==> config.mk <==
export PLATFORM = sky130hd
export DESIGN_NAME = seg_scan_driver
export DESIGN_NICKNAME = d
export VERILOG_FILES = /design/src/rtl/seg_scan_driver.sv
export SDC_FILE = /design/constraint.sdc
export NUM_CORES = 1
export LEC_CHECK = 0
export BUFFER_PORTS_ARGS = -buffer_cell sky130_fd_sc_hd__buf_2
export CELL_PAD_IN_SITES_DETAIL_PLACEMENT = 0
export CELL_PAD_IN_SITES_GLOBAL_PLACEMENT = 1
export CORE_MARGIN = 8
export CORE_UTILIZATION = 30
export CTS_CLUSTER_DIAMETER = 80
export CTS_CLUSTER_SIZE = 14
export DETAILED_ROUTE_END_ITERATION = 16
export PLACE_DENSITY = 0.65
export SYNTH_ARGS = -nofsm -noshare
export SYNTH_HDL_FRONTEND = slang
export SYNTH_SLANG_ARGS = --single-unit
export TNS_END_PERCENT = 1
==> constraint.sdc <==
create_clock -name clk -period 1.9 [get_ports clk]
set_clock_uncertainty 0.15 [all_clocks]
set_input_delay 0.285 -clock clk [delete_from_list [all_inputs] [get_ports clk]]
set_output_delay 0.285 -clock clk [all_outputs]
set_load 0.01 [all_outputs]
==> src/rtl/seg_scan_driver.sv <==
// seg_scan_driver
// Time-multiplexed seven-segment scanner. A shadow register holds one
// active-low {a..g} pattern per digit. Each digit owns a slot of PRESCALE
// clocks. The first BLANK_CYCLES clocks of a slot keep every anode off, so
// segment data never ghosts onto the neighbouring digit. frame_done pulses
// once at the end of the last slot, which lets the producer pace its updates.
// Every output is registered, so there is no combinational path from any
// input to any output.
module seg_scan_driver #(
    parameter int NUM_DIGITS   = 4,
    parameter int PRESCALE     = 50000,
    parameter int BLANK_CYCLES = 16
) (
    input  logic                      clk,
    input  logic                      reset,
    input  logic                      enable,
    input  logic                      load,
    input  logic [7*NUM_DIGITS-1:0]   seg_in,
    output logic [6:0]                seg_out,
    output logic [NUM_DIGITS-1:0]     an_out,
    output logic                      frame_done
);

    localparam int CW = (PRESCALE > 1) ? $clog2(PRESCALE) : 1;
    localparam int IW = (NUM_DIGITS > 1) ? $clog2(NUM_DIGITS) : 1;

    // Scan position and the captured display image
    logic [CW-1:0]             r_cnt;
    logic [IW-1:0]             r_idx;
    logic [7*NUM_DIGITS-1:0]   r_shadow;

    // Registered outputs
    logic [6:0]                r_seg;
    logic [NUM_DIGITS-1:0]     r_an;
    logic                      r_frame;

    // Decode of the current (idx, cnt) position
    logic [6:0]                w_digits [NUM_DIGITS];
    logic [6:0]                w_digit;
    logic [NUM_DIGITS-1:0]     w_an_sel;
    logic                      w_blank;
    logic                      w_slot_end;
    logic                      w_last_digit;

    // Split the shadow into per-digit patterns and build the one-hot-low anode word
    genvar gi;
    generate
        for (gi = 0; gi < NUM_DIGITS; gi++) begin : g_digit
            assign w_digits[gi] = r_shadow[7*gi +: 7];
            assign w_an_sel[gi] = (r_idx != IW'(gi));
        end
    endgenerate

    assign w_digit = w_digits[r_idx];

    // With zero blanking the comparison would be constant, so drop it entirely
    generate
        if (BLANK_CYCLES == 0) begin : g_no_blank
            assign w_blank = 1'b0;
        end else begin : g_blank
            assign w_blank = (32'(r_cnt) < BLANK_CYCLES);
        end
    endgenerate

    assign w_slot_end   = (r_cnt == CW'(PRESCALE - 1));
    assign w_last_digit = (r_idx == IW'(NUM_DIGITS - 1));

    // Shadow capture, scan counters and registered output decode
    always_ff @(posedge clk) begin
        if (reset) begin
            r_cnt    <= '0;
            r_idx    <= '0;
            r_shadow <= '1;
            r_seg    <= 7'h7F;
            r_an     <= '1;
            r_frame  <= 1'b0;
        end else begin
            // Capture is independent of scanning; the decode below still sees
            // the old shadow, so a new image shows up one edge later.
            if (load) begin
                r_shadow <= seg_in;
            end

            if (enable) begin
                if (w_blank) begin
                    r_seg <= 7'h7F;
                    r_an  <= '1;
                end else begin
                    r_seg <= w_digit;
                    r_an  <= w_an_sel;
                end
                r_frame <= w_slot_end && w_last_digit;

                if (w_slot_end) begin
                    r_cnt <= '0;
                    r_idx <= w_last_digit ? '0 : r_idx + IW'(1);
                end else begin
                    r_cnt <= r_cnt + CW'(1);
                end
            end else begin
                // Disabled: park at the start of digit 0 with the display dark
                r_cnt   <= '0;
                r_idx   <= '0;
                r_seg   <= 7'h7F;
                r_an    <= '1;
                r_frame <= 1'b0;
            end
        end
    end

    assign seg_out    = r_seg;
    assign an_out     = r_an;
    assign frame_done = r_frame;

endmodule

==> summary by stage, run 1 <==
Status
The flow ran to the end, and the final reports show no timing, DRC or antenna violations.

Synthesis
The net count after synthesis is 264. The sequential area share after synthesis is 48.5%. By area, the combinational part of the netlist is dominated by simple AND/OR/NAND/NOR gates. Of the post-synthesis cell area, the dominant cell type holds 48.5%. Summed over all instances, the cell type with the most area after synthesis is dfxtp_1. Counting flops and latches in the post-synthesis netlist gives 58.

The flip-flop cell with the highest count after synthesis is dfxtp_1. The adder-cell share of the synthesized area is 2.62%. After synthesis, the share of flip-flops with an asynchronous set or reset is 0%. The warning count from the yosys run is 0. The average size of a mapped cell is 10.5 um2. Measured against the total synthesized area, the mux share comes to 7.43%. The post-synthesis cell area is 2390 um2. After technology mapping, the gate count stands at 227. By area the synthesized netlist is led by dfxtp_1 (49%), a211o_1 (10%), nor2b_1 (7.3%). The distinct cell type count after synthesis is 30. Summing the areas of all compound-gate instances in the mapped netlist gives 10.7% of the synthesized area. The synthesized design contains 0 enable-type register cells. The area fraction in and, or, nand and nor cells after synthesis is 22.4%.

The synthesized netlist devotes 4.76% of its cell area to XOR and XNOR gates.

Flow run
Max-cap violations in this run came to 0.

Clocking
The number of gates resized after CTS is 0. The latest clock arrival within the worst-skew pair is 0.33 ns. The clock net sink count is 58. The H-tree depth is 3. The maximum clock path buffer count is 2. Buffers inserted during clock tree synthesis total 9.

The root buffer cell chosen for the clock tree is clkbuf_8. The count of hold-fix buffers inserted at cts is 24. The buffers inserted during post-CTS setup optimization is 0. TritonCTS built the clock tree. The clock edge transition at the registers on the reported setup and hold paths is 0.07 ns.

Timing
At the pin with the least slew margin, the transition time is 0.361 ns. The max-slew violation count came to 0. Headroom to the max-slew limit came out at 75.9%.

The final period demand of the worst path is 1.76 ns. The maximum clock rate is 0.567 GHz. Dividing the final minimum period by the clock period gives 92.9%. Setup repair after global routing left no endpoint under its margin. The setup violation total in the final timing report is 0. The final-layout setup total negative slack is 0 ns. The final count of hold timing violations is 0.

Place
The congestion estimate from routability-driven global placement came to 0.757. Input and output buffers added on the ports amount to 43. The wire-length estimate of the detail-placed layout is 3820 um.

Routing
The number of detailed-route iterations in the first pass is 4. The via count is 1877. The mean number of vias per cell is 4.58. Wires add up to 5430 um. The average wire length per cell after detail routing is 13.2 um. The antenna violation net count after detailed routing is 0. The total DRC errors in the routed layout is 0. The violation count after the first detailed-route iteration is 57.

Layout
0 antenna diodes ended up in the layout. The area overhead of the layout relative to synthesis is 36.5%. Cells with a size suffix above 1 make up 26.6% of the layout. The final design utilization is 42.3%. After the last flow step, the layout net total stands at 340. Leaving out fill and tap cells, the most frequent cell in the layout is dfxtp_1. The top cell types in the final layout, fill and taps aside, are dfxtp_1 (58), buf_2 (43), nor2b_1 (28), a211o_1 (28), dlygate4sd3_1 (24).

Critical path
The startpoint-to-endpoint class of the critical path is reg -> reg. The sort of element at the end of the critical path is a flop. The highest fanout seen on the critical path is 7. The element type at the critical path start is a flop. The worst path required time is 2.03 ns.

The critical path data arrival time is 1.89 ns.

Power
IR analysis of the VDD net gives a maximum drop of 0.415 mV. The total power is 2.76 mW. The power density over cell area is 846 nW/um2.

The static power due to leakage is 1.25 nW.

Floorplanning
The horizontal die dimension is 105 um. The floorplan step set the die height to 105 um. In this run the count of I/O pins placed on the die edge is 44.

The number of rows in the core area is 32. In this run the standard cell core region covers 7730 um2. The die covers 11100 um2. The starting density of the core is 31.0%.

GRT
The sum of overflow across all layers after global routing is 0. The pin count of the biggest net entering global routing is 41. The first global-routing pass estimated 9140 um of wire. The via count of the first global-routing pass came to 1961. The initial antenna violation count is 0. The total routing resource utilization after global routing is 10.2%.

Hold path
The worst hold path class is in -> reg.
-- cells by family (layout without fill, tap and decap cells) --
logic type | Yosys count | count (layout)
compound gates | 30 | 30
xor+xnor | 13 | 13
fa+ha+maj | 5 | 5
buf+inv | 19 | 100
flops | 58 | 58
mux | 9 | 9
simple gates | 93 | 93
-- flip-flops by register name, summed over array words and instances, names as in the netlist --
name / cells
r_idx: 2
r_shadow: 28
frame_done: 1
r_cnt: 16
seg_out: 7
an_out: 4
-- worst max-delay path, stage by stage (launching register included) --
cell and delay (ns):
dfxtp_1 0.34, or4_4 0.57, nor4_2 0.35, buf_4 0.20, or3_1 0.10
-- routing by layer --
layer / routed length, um / track usage, %
met1: 2560 / 12.2
met2: 2530 / 16.1
met3: 266 / 3.78
met4: 78 / 4.79
met5: 0 / 0
-- final cells by class --
cell class                 count  area (um2)
clock inverter                 6        88.8
tap                          102         128
fill                         764        4460
clock buffer                  10         138
timing repair buffer          80         591
sequential                    58        1160
inverter                       4        15.0
multi-input combinational    150        1140
-- through the flow --
stage,cells,hold slack (ns),setup slack [ns],area (um2)
finish,410,0.0226,0.135,3270
global route,410,0.0148,0.0391,3270
CTS,410,0.00489,0.140,3270
detailed placement,370,0.305,0.160,2800
global placement,370,0.289,0.190,2800
floorplan,227,0.253,0.0770,2390
-- Yosys cell counts, types with 2 or more instances --
master,number
dfxtp_1,58
a211o_1,28
nor2b_1,28
nor2_1,20
clkbuf_1,11
or3_1,10
xnor2_1,9
nand2_1,8
mux4_2,7
nand3_1,6
nand4_1,6
ha_1,5
inv_1,4
xor2_1,4
nor4_1,3
and3_1,2
buf_1,2
buf_6,2
mux2i_1,2
nor3_1,2
-- path summary, 6_finish.rpt --
kind                                 start      endpoint  slack, ns  depth (start not counted)
worst min-delay path            seg_in[25]  r_shadow[25]       0.02                          2
worst max register to register   r_cnt[12]    seg_out[1]       0.14                          4
worst max-delay path             r_cnt[12]    seg_out[1]       0.14                          4
worst min register to register    r_cnt[0]      r_cnt[0]       0.31                          1
-- power by group --
| group | total (mW) | leakage, nW | internal (mW) | switching [mW] |
|---|---|---|---|---|
| Clock | 1.28 | 0.109 | 0.776 | 0.504 |
| Sequential | 1.28 | 0.476 | 1.26 | 0.0200 |
| Combinational | 0.202 | 0.664 | 0.126 | 0.0759 |
Power figures use the tool's default switching activity.
==> run 2: changes to the inputs <==
Settings changed: RECOVER_POWER set to 100.
==> summary by stage, run 2 (synthesized netlist as in run 1, its figures left out) <==
Status
The run finished with clean final reports.

Timing
The final count of hold timing violations came to 0 (unchanged). The post-route fraction of the period consumed by the critical path came to 93.8% (+0.91 points). Setup repair after global routing left no endpoint under its margin. The final period demand of the worst path was 1.78 ns (+0.0173 ns).

The final-layout setup total negative slack is 0 ns (unchanged). The maximum clock rate is 0.561 GHz (-0.97%). The transition at the pin with the smallest max-transition slack came to 0.669 ns (+0.308 ns). The headroom to the max-slew limit is 55.4% (-21 points). The max-slew violation count is 0 (unchanged).

The setup violation total in the final timing report was 0 (unchanged).

Routing
The via count was 1875 (-0.11%). The average wire length per cell after detail routing is 13.2 um (about the same). The final routed wirelength across all metal layers came to 5430 um (about the same). The total DRC errors in the routed layout is 0 (unchanged). The violation count after the first detailed-route iteration came to 56 (-1.8%). The number of detailed-route iterations in the first pass came to 4 (unchanged). The mean number of vias per cell came to 4.57 (-0.11%). The antenna violation net count after detailed routing is 0 (unchanged).

Critical path
The critical path goes through or4_4 > nor4_2 > clkbuf_2 > or3_1. Grouping stages by cell kind, the critical path spends the most delay in simple AND/OR/NAND/NOR gates. The buffers plus inverters on the worst setup path is 1 (unchanged).

The worst path required time is 2.02 ns (about the same). The startpoint identified for the worst register-to-register timing path is r_cnt[12]. The startpoint-to-endpoint class of the critical path is reg -> reg. The critical path data arrival time came to 1.91 ns (+0.02 ns). The worst register-to-register path ends at seg_out[1]. The worst setup path is captured at a flop. The highest fanout seen on the critical path is 7 (unchanged). The cell type of the slowest stage on the worst timing path is or4_4. The delay of the slowest cell on the worst path is 0.57 ns (about the same).

The depth of the worst register-to-register path came to 4 (unchanged). The setup slack of the most critical reg-to-reg path came to 0.12 ns (-0.02 ns). The element type at the critical path start is a flop.

Layout
The library cells used most frequently in the layout, excluding fill and tap cells, are dfxtp_1 (58), buf_2 (30), nor2b_1 (28), a211o_1 (28), dlygate4sd3_1 (24). The sequential standard cell area is 1160 um2 (unchanged). The total area of multi-input combinational cells is 1140 um2 (unchanged).

The final design utilization is 41.9% (-0.40 points). The number of nets in the layout is 340 (unchanged). The flip-flop count of the largest register after layout is 28 (unchanged). Leaving out fill and tap cells, the most frequent cell in the layout is dfxtp_1. The layout cell share with drive strength beyond 1 is 22.4% (-4.2 points). The antenna cell count is 0 (unchanged). r_shadow holds more flip-flops than any other register.

From synthesis to final layout, the design area changed by 35.2%. The total of fill cells in the finished design is 773 (+1.2%).

Clocking
The CTS tree is done. The clock edge transition at the registers on the reported setup and hold paths is 0.07 ns (about the same). The maximum clock path buffer count is 2 (unchanged). The number of gates resized after CTS was 0 (unchanged). The clock net sink count is 58 (unchanged). The buffers inserted during post-CTS setup optimization is 0 (unchanged). The tree is rooted in a clkbuf_8.

The number of buffers created by CTS is 9 (unchanged). The H-tree depth came to 3 (unchanged). The latest clock arrival within the worst-skew pair is 0.33 ns (about the same).

Place
The final weighted congestion in routability-driven placement is 0.757 (unchanged). The count of input and output buffers came to 43 (unchanged). The placed wire-length estimate was 3820 um (unchanged).

Floorplanning
The number of top-level pins is 44 (unchanged). The die footprint was 11100 um2 (unchanged). The die boundary height came to 105 um (unchanged).

The horizontal die dimension is 105 um (unchanged). The starting density of the core came to 31.0% (unchanged). The placeable core region is 7730 um2 (unchanged). The number of rows in the core area came to 32 (unchanged).

Hold path
In this run the most critical hold path is launched from seg_in[25]. The worst hold path class is in -> reg. The cell depth of the worst hold path is 2 (unchanged). The endpoint of the worst hold path is r_shadow[25].

GRT
The met1 demand-to-capacity share in global routing is 12.2% (unchanged). The pin count of the biggest net entering global routing is 41 (unchanged). The sum of overflow across all layers after global routing came to 0 (unchanged).

The global-route wire length before repair is 9140 um (unchanged). The met3 demand-to-capacity share in global routing is 3.78% (unchanged). After global routing, the most crowded layer is met2.

The initial antenna violation count is 0 (unchanged). The global-route met2 utilization is 16.1% (unchanged). The total routing resource utilization after global routing is 10.2% (unchanged). The via count of the first global-routing pass is 1961 (unchanged).

Flow run
The number of max-cap violations is 0 (unchanged).

Power
The static power due to leakage is 1.22 nW (-2.0%). The maximum vdd drop is 0.410 mV (-1.1%). The power density over cell area was 852 nW/um2 (+0.75%).
## run 2: cell count changes in the layout (fill, tap and decap cells not counted), sizes merged
cell    before  now
clkbuf      10   25
buf         56   41
## run 2: power breakdown
part	switching (mW)	internal (mW)	leakage (nW)
Sequential	0.0197	1.26	0.476
Clock	0.503	0.775	0.109
Combinational	0.0752	0.122	0.639
## run 2: what timing repair did
item / CTS / global route
hold buffers: 24 / 0
setup endpoints to repair: 0 / 0
endpoints found under the hold margin: 24 / 0
## run 2: area by class of cell
class                      count  area share [%]
inverter                       4           0.464
tap                          102            3.95
clock buffer                  10            4.26
multi-input combinational    150            35.4
timing repair buffer          80            17.3
clock inverter                 6            2.75
sequential                    58            35.9
## run 2: how the worst max path moves through the flow
stage               startpoint         end  slack [ns]  cells past startpoint
finish               r_cnt[12]  seg_out[1]        0.12                      4
global route         r_cnt[10]   r_cnt[10]        0.04                      5
floorplan             r_idx[1]  seg_out[0]        0.08                      3
global placement     r_cnt[12]  seg_out[6]        0.19                      4
detailed placement   r_cnt[12]  seg_out[0]        0.16                      4
CTS                  r_cnt[12]  seg_out[0]        0.14                      4
## run 2: stage by stage
stage          worst slack [ns]  total power [mW]  hold WS [ns]  instances  cell area, um2
6_report                  0.118              2.76        0.0233        410            3230
5_1_grt                  0.0353              2.87        0.0148        410            3230
4_1_cts                   0.140              2.80       0.00489        410            3270
3_5_place_dp              0.160              1.47         0.305        370            2800
3_3_place_gp              0.190              1.47         0.289        370            2800
2_1_floorplan            0.0770              1.41         0.253        227            2390
## run 2: routing by layer
metal  wire length [um]  vias to the layer above
li1                   -                      964
met1               2590                      855
met2               2490                       48
met3                271                        8
met4                 75                        0
met5                  0                        -
## run 2: worst reg2reg max path: stages, from the launching register on
cell and delay (ns):
dfxtp_1 0.34, or4_4 0.57, nor4_2 0.33, clkbuf_2 0.22, or3_1 0.12
